$ cat src/rtl/debug_scan_pkg.sv
// Shared types and widths for the debug scan master.
// State encoding, counter widths and default word sizes.
package debug_scan_pkg;

    localparam int AW_DEF = 16;
    localparam int DW_DEF = 16;
    localparam int CW     = 6;
    localparam int DIVW   = 8;

    typedef enum logic [2:0] {
        IDLE,
        CAP,
        ADDR,
        DATA,
        RESP
    } state_t;

endpackage

$ cat src/rtl/debug_scan_master_tick.sv
// drck divider: each bit slot is DIV cycles low followed by DIV cycles high.
// Held cleared while disabled so every scan opens on a fresh low half.
module scan_tick
    import debug_scan_pkg::*;
#(
    parameter int DIV = 2
) (
    input  logic clk,
    input  logic reset,
    input  logic en,
    output logic drck,
    output logic fall_tick,
    output logic sample_tick
);

    logic [DIVW-1:0] cnt;
    logic            hlast;

    assign hlast = (cnt == DIVW'(DIV - 1));

    always_ff @(posedge clk or posedge reset) begin
        if (reset) begin
            cnt  <= '0;
            drck <= 1'b0;
        end else if (!en) begin
            cnt  <= '0;
            drck <= 1'b0;
        end else if (hlast) begin
            cnt  <= '0;
            drck <= ~drck;
        end else begin
            cnt <= cnt + DIVW'(1);
        end
    end

    // The edge closing a high half is both the tdo sample point
    // and the edge that opens the next low half (tdi update).
    assign sample_tick = en & drck & hlast;
    assign fall_tick   = en & drck & hlast;

endmodule

$ cat src/rtl/debug_scan_master.sv
// Host-side scan initiator: serialises capture/address/data slots
// onto capture/shift/drck/tdi and collects tdo into a response word.
module debug_scan_master
    import debug_scan_pkg::*;
#(
    parameter int DIV = 2,
    parameter int AW  = AW_DEF,
    parameter int DW  = DW_DEF
) (
    input  logic          clk,
    input  logic          reset,
    input  logic          cmd_valid,
    output logic          cmd_ready,
    input  logic [AW-1:0] cmd_addr,
    input  logic [DW-1:0] cmd_data,
    input  logic          cmd_dataonly,
    output logic          rsp_valid,
    input  logic          rsp_ready,
    output logic [DW-1:0] rsp_data,
    output logic          busy,
    output logic          capture,
    output logic          shift,
    output logic          drck,
    output logic          tdi,
    input  logic          tdo
);

    state_t        state;
    logic [AW-1:0] addr_q;
    logic [DW-1:0] data_q;
    logic [CW-1:0] bitcnt;
    logic          scan_en;
    logic          fall_tick;
    logic          sample_tick;

    assign scan_en = (state == CAP) || (state == ADDR) || (state == DATA);

    scan_tick #(
        .DIV(DIV)
    ) u_tick (
        .clk        (clk),
        .reset      (reset),
        .en         (scan_en),
        .drck       (drck),
        .fall_tick  (fall_tick),
        .sample_tick(sample_tick)
    );

    always_ff @(posedge clk or posedge reset) begin
        if (reset) begin
            state     <= IDLE;
            cmd_ready <= 1'b1;
            rsp_valid <= 1'b0;
            rsp_data  <= '0;
            busy      <= 1'b0;
            capture   <= 1'b0;
            shift     <= 1'b0;
            tdi       <= 1'b0;
            bitcnt    <= '0;
            addr_q    <= '0;
            data_q    <= '0;
        end else begin
            unique case (state)
                IDLE: begin
                    if (cmd_valid && cmd_ready) begin
                        cmd_ready <= 1'b0;
                        busy      <= 1'b1;
                        bitcnt    <= '0;
                        addr_q    <= cmd_addr;
                        if (cmd_dataonly) begin
                            state   <= DATA;
                            shift   <= 1'b1;
                            tdi     <= cmd_data[DW-1];
                            data_q  <= {cmd_data[DW-2:0], 1'b0};
                        end else begin
                            state   <= CAP;
                            capture <= 1'b1;
                            tdi     <= 1'b0;
                            data_q  <= cmd_data;
                        end
                    end
                end
                CAP: begin
                    if (fall_tick) begin
                        state   <= ADDR;
                        capture <= 1'b0;
                        shift   <= 1'b1;
                        tdi     <= addr_q[AW-1];
                        addr_q  <= {addr_q[AW-2:0], 1'b0};
                    end
                end
                ADDR: begin
                    if (fall_tick) begin
                        if (bitcnt == CW'(AW - 1)) begin
                            state  <= DATA;
                            bitcnt <= '0;
                            tdi    <= data_q[DW-1];
                            data_q <= {data_q[DW-2:0], 1'b0};
                        end else begin
                            bitcnt <= bitcnt + CW'(1);
                            tdi    <= addr_q[AW-1];
                            addr_q <= {addr_q[AW-2:0], 1'b0};
                        end
                    end
                end
                DATA: begin
                    if (sample_tick) begin
                        rsp_data <= {rsp_data[DW-2:0], tdo};
                    end
                    if (fall_tick) begin
                        if (bitcnt == CW'(DW - 1)) begin
                            state     <= RESP;
                            shift     <= 1'b0;
                            tdi       <= 1'b0;
                            rsp_valid <= 1'b1;
                        end else begin
                            bitcnt <= bitcnt + CW'(1);
                            tdi    <= data_q[DW-1];
                            data_q <= {data_q[DW-2:0], 1'b0};
                        end
                    end
                end
                RESP: begin
                    if (rsp_ready) begin
                        state     <= IDLE;
                        rsp_valid <= 1'b0;
                        busy      <= 1'b0;
                        cmd_ready <= 1'b1;
                    end
                end
                default: state <= IDLE;
            endcase
        end
    end

endmodule
$ cat config.mk
export PLATFORM = sky130hd
export DESIGN_NAME = debug_scan_master
export DESIGN_NICKNAME = d
export VERILOG_FILES = /design/src/rtl/debug_scan_pkg.sv /design/src/rtl/debug_scan_master_tick.sv /design/src/rtl/debug_scan_master.sv
export SDC_FILE = /design/constraint.sdc
export NUM_CORES = 1
export LEC_CHECK = 0
export CAP_MARGIN = 20
export CELL_PAD_IN_SITES_DETAIL_PLACEMENT = 1
export CELL_PAD_IN_SITES_GLOBAL_PLACEMENT = 1
export CORE_ASPECT_RATIO = 1.1
export CORE_MARGIN = 5
export CORE_UTILIZATION = 47
export CTS_BUF_LIST = sky130_fd_sc_hd__clkbuf_8
export DETAILED_ROUTE_END_ITERATION = 10
export PLACE_DENSITY = 0.91
export SLEW_MARGIN = 20
export SYNTH_ARGS = -nofsm -noshare
export SYNTH_HDL_FRONTEND = slang
export SYNTH_HIERARCHICAL = 1
export SYNTH_SLANG_ARGS = --single-unit
$ cat constraint.sdc
create_clock -name clk -period 5.6 [get_ports clk]
set_clock_uncertainty 0.15 [all_clocks]
set_input_delay 1.4 -clock clk [delete_from_list [all_inputs] [get_ports clk]]
set_output_delay 1.4 -clock clk [all_outputs]
set_load 0.02 [all_outputs]
==> results of run 1 <==
[through the flow]
step	utilization (%)	power, mW
after detailed placement	55.6	0.618
after floorplan	-	0.577
after CTS	58.7	1.12
after global placement	55.6	0.614
after global routing	58.9	1.15
final	58.9	1.11
[path summary, 6_finish.rpt]
| path | from | to | slack, ps | cells past startpoint |
|---|---|---|---|---|
| worst max-delay path | state[0] | data_q[11] | 1980 | 9 |
| worst min-delay path | tdi | tdi | 350 | 2 |
| worst max register to register | state[0] | data_q[11] | 1980 | 9 |
| worst min register to register | tdi | tdi | 350 | 2 |
| max in group asynchronous | reset | data_q[11] | 3090 | 3 |
| min in group asynchronous | reset | u_tick/drck | 1200 | 2 |
[logic make-up (layout without fill, tap and decap cells)]
family                   after synthesis  after routing  share of synthesized area [%]
AND/OR/NAND/NOR                       91             91                           12.4
flip-flops                            72             72                           48.0
buffers and inverters                 37             94                           4.89
XOR/XNOR                               4              4                          0.932
adder cells (fa/ha/maj)                3              3                          0.998
multiplexers                          66             66                           20.2
AO/OA/AOI/OAI                         74             74                           12.7
[worst max-delay path, stage by stage, from the launching register on]
cell	delay (ps)
dfrtp_1	720
nor2_1	220
nor2_1	240
nand2_1	70
nor3_1	300
buf_2	270
nand2_1	110
o31ai_1	470
and2_0	670
o22ai_1	220
[synth_stat cells, types with 2 or more instances]
| cell type | count |
|---|---|
| a2111o_1 | 2 |
| a21o_1 | 2 |
| a21oi_1 | 11 |
| a31oi_1 | 2 |
| a41oi_1 | 2 |
| buf_1 | 2 |
| buf_2 | 8 |
| buf_4 | 3 |
| clkbuf_1 | 6 |
| dfrtp_1 | 71 |
| ha_1 | 3 |
| inv_1 | 16 |
| mux2_2 | 38 |
| mux2_4 | 10 |
| mux2i_1 | 18 |
| nand2_1 | 40 |
| nand2b_1 | 3 |
| nand3_1 | 6 |
| nand3b_1 | 4 |
| nand4_1 | 4 |
| nor2_1 | 12 |
| nor2b_1 | 3 |
| nor3_1 | 5 |
| o211ai_1 | 2 |
| o21ai_0 | 23 |
| o22ai_1 | 15 |
| or3_1 | 5 |
| xnor2_1 | 2 |
| xor2_1 | 2 |
[registers in the layout, summed over array words and instances (netlist names)]
register / cells
rsp_data: 16
u_tick/cnt: 8
tdi: 1
data_q: 16
busy: 1
capture: 1
bitcnt: 6
addr_q: 16
cmd_ready: 1
state: 3
u_tick/drck: 1
shift: 1
rsp_valid: 1
[layout by cell type, fill, tap and decap left out, types with 3 or more instances in the layout]
cell type	Yosys	routed
nand2b_1	3	3
a21oi_1	11	11
clkdlybuf4s50_1	0	60
o21ai_0	23	23
nand3_1	6	6
o22ai_1	15	15
or3_1	5	5
nor3_1	5	5
clkbuf_8	0	9
mux2_2	38	38
nand3b_1	4	4
inv_1	16	15
bufinv_16	0	3
nand4_1	4	4
ha_1	3	3
nor2_1	12	12
nor2b_1	3	3
mux2i_1	18	18
nand2_1	40	40
dfrtp_1	71	71
mux2_4	10	10
[per-layer routing]
layer	track usage (%)	part of all wire (%)	vias to the layer above	routed length [um]
met5	0	0	-	0
met4	7.63	1.8	0	175
met3	5.37	5.6	14	532
met2	36.2	52	61	4970
met1	23.7	40	1435	3860
li1	-	-	1344	-
[power breakdown]
| group | total [mW] | switching (mW) | leakage (nW) | internal, mW |
|---|---|---|---|---|
| sequential | 0.529 | 0.00375 | 0.853 | 0.526 |
| combinational | 0.0775 | 0.0329 | 1.09 | 0.0446 |
| clock | 0.503 | 0.207 | 0.119 | 0.297 |
| total | 1.11 | 0.244 | 2.06 | 0.867 |
[final cells by class]
cell class	count	area share, %
clock buffer	9	2.67
clock inverter	7	2.59
inverter	16	1.30
multi-input combinational	238	38.4
sequential	72	38.9
tap	108	2.92
timing repair buffer	62	13.2
==> results_dict.tcl, run 1 <==
set metrics [dict create \
    postCtsHoldBufs 0 \
    grt_usage_pct 20.7 \
    n_fill_cell 845 \
    cts_setup_buffers 0 \
    worstSetupPathType "flip-flop to flip-flop" \
    hold_slack_ps 351 \
    worst_skew_pair.late_latency_ps 350 \
    endpoint_kind "flip-flop" \
    holdCritPathClass "flip-flop to flip-flop" \
    synth.distinct_cells 56 \
    wl_um 9540 \
    cts_made_buffers 9 \
    core-area_um2 7870 \
    drcViolationCount 0 \
    wire_per_inst_um 18.6 \
    initial_core_util_pct 47.8 \
    critPathLaunchType "flip-flop" \
    p_leak_nw 2.06 \
    grt_overflow 0 \
    ant_nets 0 \
    synth_edf_count 0 \
    vdd_drop_max_uv 171 \
    antenna_found_initial 0 \
    die_width_um 95.3 \
    period_share_pct 64.6 \
    syn_nets 388 \
    clock_tree.root_cell "clkbuf_8" \
    first_global_vias 3161 \
    io_buffers 60 \
    hpwlAfterDp_um 6760 \
    ys_ff_latch 72 \
    die-area_um2 9890 \
    max-clock-path-buffers 2 \
    vias 2854 \
    clk_pin_slew_ps 80 \
    htreeDepth 3 \
    p_per_area_nw_per_um2 240 \
    place_ws_ps 1750 \
    layout.nets 440 \
    drive_gt1_share_pct 19.1 \
    yosys.area.top_type "dfrtp_1" \
    fin_crit_ps 3620 \
    drv_slew 0 \
    syn_avg_cell_area_um2 10.8 \
    tightest_slew_ps 1020 \
    setup_viol 0 \
    final_cells 512 \
    dominantRegCellSynth "dfrtp_1" \
    critPathMaxFanout 19 \
    synth.area.top_cells "dfrtp_1 (47%), mux2_2 (11%), mux2i_1 (4.8%), mux2_4 (4.0%), nand2_1 (4.0%)" \
    final_area_um2 4630 \
    num_rows 34 \
    syn_inst 347 \
    max-cap-violations 0 \
    multiInputGateArea_um2 1780 \
    grt_max_degree 34 \
    diodes 0 \
    die_h_um 104 \
    setup_tns_ps 0 \
    clock_sinks 72 \
    first_pass_iters 3 \
    place.gp.congestion 0.806 \
    synth_async_sr_flop_share_pct 100 \
    place_inst 495 \
    yosys.area.top_type_share_pct 47.3 \
    cp.arrival_ps 3640 \
    rsz0062_at_grt "no" \
    io_pins 61 \
    cts_resized 0 \
    ys_seq_area_share_pct 48.0 \
    cp.required_ps 5630 \
    grt_pass1_wl_um 16000 \
    syn2layout_area_growth_pct 23.3 \
    cts_tree "built" \
    relSlewSlack_pct 32.0 \
    status "completed" \
    layout_setup_ws_ps 1980 \
    viasPerCell 5.57 \
    drt_iter0_markers 68 \
    final_hold_viol_count 0 \
    max_freq_mhz 277 \
    detailed_place.area_um2 4380 \
    yosys_warnings 6 \
    seq_area_um2 1800 \
    synthesis.area_um2 3760 \
]
(Power assumes the default switching activity.)
==> run 2: changes to the inputs <==
Settings changed: CORE_UTILIZATION 47 to 44, PLACE_DENSITY 0.91 to 0.86.
Clock period 5.6 ns to 3.5 ns, I/O delays scaled along.
==> results_dict.tcl, run 2 (synthesis gave the netlist of run 1 again) <==
set metrics [dict create \
    max-cap-violations 0 \
    io_pins 61 \
    layout.nets 447 \
    endpoint_kind "flip-flop" \
    r2r_end "addr_q[13]" \
    crit_family "simple AND/OR/NAND/NOR gates" \
    hpwlAfterDp_um 6420 \
    cpPeakStageDelay_ps 480 \
    reg.largest.list "addr_q: 16 flops, data_q: 16 flops, rsp_data: 16 flops" \
    hold_end "data_q[0]" \
    clk_pin_slew_ps 70 \
    relSlewSlack_pct 30.7 \
    cts_tree "built" \
    setup_tns_ps 0 \
    viasPerCell 5.39 \
    critPathLaunchType "flip-flop" \
    cts_setup_buffers 0 \
    vias 2816 \
    cp.required_ps 3580 \
    diodes 0 \
    num_rows 35 \
    regToRegStartpoint "u_tick/cnt[1]" \
    worst-r2r-cell-count 10 \
    postCtsHoldBufs 0 \
    clock_tree.root_cell "clkbuf_8" \
    fin_util_pct 55.6 \
    drt_iter0_markers 79 \
    drive_gt1_share_pct 19.7 \
    vdd_drop_max_uv 204 \
    die_h_um 107 \
    max_freq_mhz 354 \
    p_per_area_nw_per_um2 349 \
    initial_core_util_pct 45.0 \
    fin_crit_ps 2820 \
    drcViolationCount 0 \
    critPathMaxFanout 16 \
    worst_skew_pair.late_latency_ps 340 \
    ant_nets 0 \
    cp.arrival_ps 2900 \
    crit_path_start "u_tick/cnt[1]" \
    setup_viol 0 \
    max-clock-path-buffers 2 \
    antenna_found_initial 0 \
    core-area_um2 8360 \
    drv_slew 0 \
    place.gp.congestion 0.827 \
    first_global_vias 3058 \
    wire_per_inst_um 17.4 \
    worst_path_most_repeated_cell "buf_4" \
    holdPathStages 1 \
    tightest_slew_ps 1040 \
    final_hold_viol_count 0 \
    reg2reg_slack_ps 680 \
    path_cells "inv_1, ha_1, or4b_4, nor3_1, buf_4, nand2_1, o22ai_1, a41o_1, buf_4, mux2_2" \
    critPathBufInv 3 \
    worstSetupPathType "flip-flop to flip-flop" \
    io_buffers 60 \
    holdCritStartpoint "data_q[0]" \
    wl_um 9080 \
    grt_pass1_wl_um 15600 \
    htreeDepth 3 \
    syn2layout_area_growth_pct 23.8 \
    layout_commonest_cell "dfrtp_1" \
    mostFrequentLayoutCells "dfrtp_1 (71), clkdlybuf4s50_1 (60), nand2_1 (40)" \
    cts_made_buffers 9 \
    grt_max_degree 53 \
    grt_overflow 0 \
    first_pass_iters 4 \
    holdCritPathClass "flip-flop to flip-flop" \
    cts_resized 0 \
    period_share_pct 80.6 \
    slowest_stage "or4b_4" \
    die-area_um2 10500 \
    grt_usage_pct 18.3 \
    rsz0062_at_grt "no" \
    clock_sinks 72 \
    die_width_um 98.1 \
    p_leak_nw 2.09 \
    status "completed" \
]
-- run 2: how the worst max path moves through the flow --
stage	slack, ps	to	cells after the start
2_1_floorplan	790	data_q[10]	10
3_3_place_gp	690	addr_q[11]	6
3_5_place_dp	600	addr_q[13]	6
4_1_cts	680	addr_q[13]	10
5_1_grt	470	addr_q[13]	10
6_report	680	addr_q[13]	10
-- run 2: layout make-up --
type                       count  area (um^2)
fill                         896         3710
sequential                    72         1800
multi-input combinational    238         1770
timing repair buffer          69          681
clock buffer                  11          151
tap                          111          139
inverter                      16         60.1
clock inverter                 5         47.5
-- run 2: report_power, final --
part,leakage [nW],switching (mW),internal [mW]
registers,0.853,0.00624,0.842
logic,1.13,0.0506,0.0731
clock network,0.112,0.294,0.361
total,2.09,0.350,1.28
-- run 2: routing by layer --
layer	wire [um]	part of all wire (%)	up-vias	GRT usage, %
met3	463	5.1	9	5.60
li1	-	-	1353	-
met2	4500	50	55	31.6
met1	4000	44	1399	22.3
met5	0	0	-	0
met4	113	1.2	0	5.07
-- run 2: metrics by stage --
step                cells  power (mW)  area [um^2]  setup WS, ps  hold WS, ps
floorplan             347       0.923         3760           795          311
finish                522        1.63         4650           679          338
global placement      506       0.984         4460           685          319
global route          522        1.70         4650           471          374
detailed placement    506       0.988         4460           603          326
CTS                   522        1.65         4650           678          342
==> run 3: changes to the inputs <==
Clock period 3.5 ns to 2.8 ns, I/O delays scaled along.
==> results_dict.tcl, run 3 (synthesis gave the netlist of run 1 again) <==
set metrics [dict create \
    viasPerCell 5.47 \
    syn2layout_area_growth_pct 26.7 \
    core-area_um2 8360 \
    critPathBufInv 3 \
    cp.required_ps 2880 \
    cts_made_buffers 9 \
    status "completed" \
    clock_sinks 72 \
    first_global_vias 3193 \
    crit_family "simple AND/OR/NAND/NOR gates" \
    place_ws_ps -35.7 \
    holdCritPathClass "flip-flop to flip-flop" \
    wire_per_inst_um 17.2 \
    cpPeakStageDelay_ps 490 \
    place.gp.congestion 0.826 \
    path_cells "inv_1, ha_1, or4b_4, nor3_2, buf_4, nand2_1, o22ai_2, a41o_2, clkbuf_16, mux2_4" \
    crit_path_start "u_tick/cnt[1]" \
    setup_viol 0 \
    initial_core_util_pct 45.0 \
    worst_skew_pair.late_latency_ps 350 \
    p_leak_nw 2.13 \
    die_h_um 107 \
    critPathLaunchType "flip-flop" \
    drv_slew 0 \
    first_pass_iters 4 \
    max_freq_mhz 374 \
    period_share_pct 95.4 \
    layout_commonest_cell "dfrtp_1" \
    clock_tree.root_cell "clkbuf_8" \
    diodes 0 \
    io_pins 61 \
    wl_um 9150 \
    r2r_end "addr_q[5]" \
    max-clock-path-buffers 2 \
    die_width_um 98.1 \
    reg.largest.list "addr_q: 16 flops, data_q: 16 flops, rsp_data: 16 flops" \
    max-cap-violations 0 \
    mostFrequentLayoutCells "dfrtp_1 (71), clkdlybuf4s50_1 (60), nand2_1 (40)" \
    worst-path-stages 10 \
    final_cells 532 \
    layout.nets 457 \
    worst-r2r-cell-count 10 \
    htreeDepth 3 \
    slowest_stage "or4b_4" \
    hold_slack_ps 340 \
    grt_max_degree 64 \
    reg2reg_slack_ps 130 \
    num_rows 35 \
    crit_end "addr_q[5]" \
    regToRegStartpoint "u_tick/cnt[1]" \
    fin_crit_ps 2670 \
    drt_iter0_markers 105 \
    grt_pass1_wl_um 16000 \
    antenna_found_initial 0 \
    drive_gt1_share_pct 23.3 \
    place_inst 513 \
    p_per_area_nw_per_um2 406 \
    hpwlAfterDp_um 6530 \
    io_buffers 60 \
    die-area_um2 10500 \
    clk_pin_slew_ps 80 \
    endpoint_kind "flip-flop" \
    ant_nets 0 \
    fin_util_pct 56.9 \
    vdd_drop_max_uv 306 \
    cts_tree "built" \
    grt_usage_pct 18.5 \
    cp.arrival_ps 2750 \
    grt_overflow 0 \
    final_hold_viol_count 0 \
    critPathMaxFanout 8 \
    n_fill_cell 919 \
    tightest_slew_ps 727 \
    drcViolationCount 0 \
    vias 2909 \
    relSlewSlack_pct 51.3 \
    layout_setup_ws_ps 130 \
    worstSetupPathType "flip-flop to flip-flop" \
]
[run 3: worst min-delay path by stage]
stage	to	depth (start not counted)	slack (ps)	start
floorplan	data_q[0]	1	310	data_q[0]
global placement	data_q[0]	1	320	data_q[0]
detailed placement	capture	1	330	capture
CTS	capture	1	340	capture
global route	capture	1	350	capture
finish	capture	1	340	capture
[run 3: stage by stage]
step / power, mW / instance area, um^2 / setup TNS (ps)
2_1_floorplan: 1.15 / 3760 / 0
3_3_place_gp: 1.23 / 4520 / 0
3_5_place_dp: 1.23 / 4520 / -85.7
4_1_cts: 1.96 / 4700 / 0
5_1_grt: 2.03 / 4760 / -5.92
6_report: 1.93 / 4760 / 0
[run 3: layout make-up]
class	instances	area, um^2	share of cell area [%]
sequential	72	1800	37.9
multi-input combinational	238	1800	37.9
timing repair buffer	79	786	16.5
tap	111	139	2.92
clock buffer	9	124	2.60
inverter	16	60.1	1.26
clock inverter	7	47.5	0.998
[run 3: metal layers]
layer / global-route usage, % / part of all wire, % / up-vias
met5: 0 / 0 / -
met4: 4.68 / 1.1 / 0
met3: 5.27 / 4.5 / 9
met2: 31.3 / 50 / 66
met1: 23.5 / 44 / 1451
li1: - / - / 1383
[run 3: what timing repair did]
action,in CTS,in global routing
cloned,0,1
hold buffers,0,0
hold endpoints to repair,0,0
setup endpoints to repair,17,32
resized for setup,2,4
buffers inserted,0,2
[run 3: power by group]
group	internal (mW)	total [mW]	leakage [nW]	switching, mW
combinational	0.0914	0.153	1.19	0.0620
clock	0.321	0.719	0.0854	0.399
sequential	1.05	1.06	0.853	0.00757
total	1.46	1.93	2.13	0.468
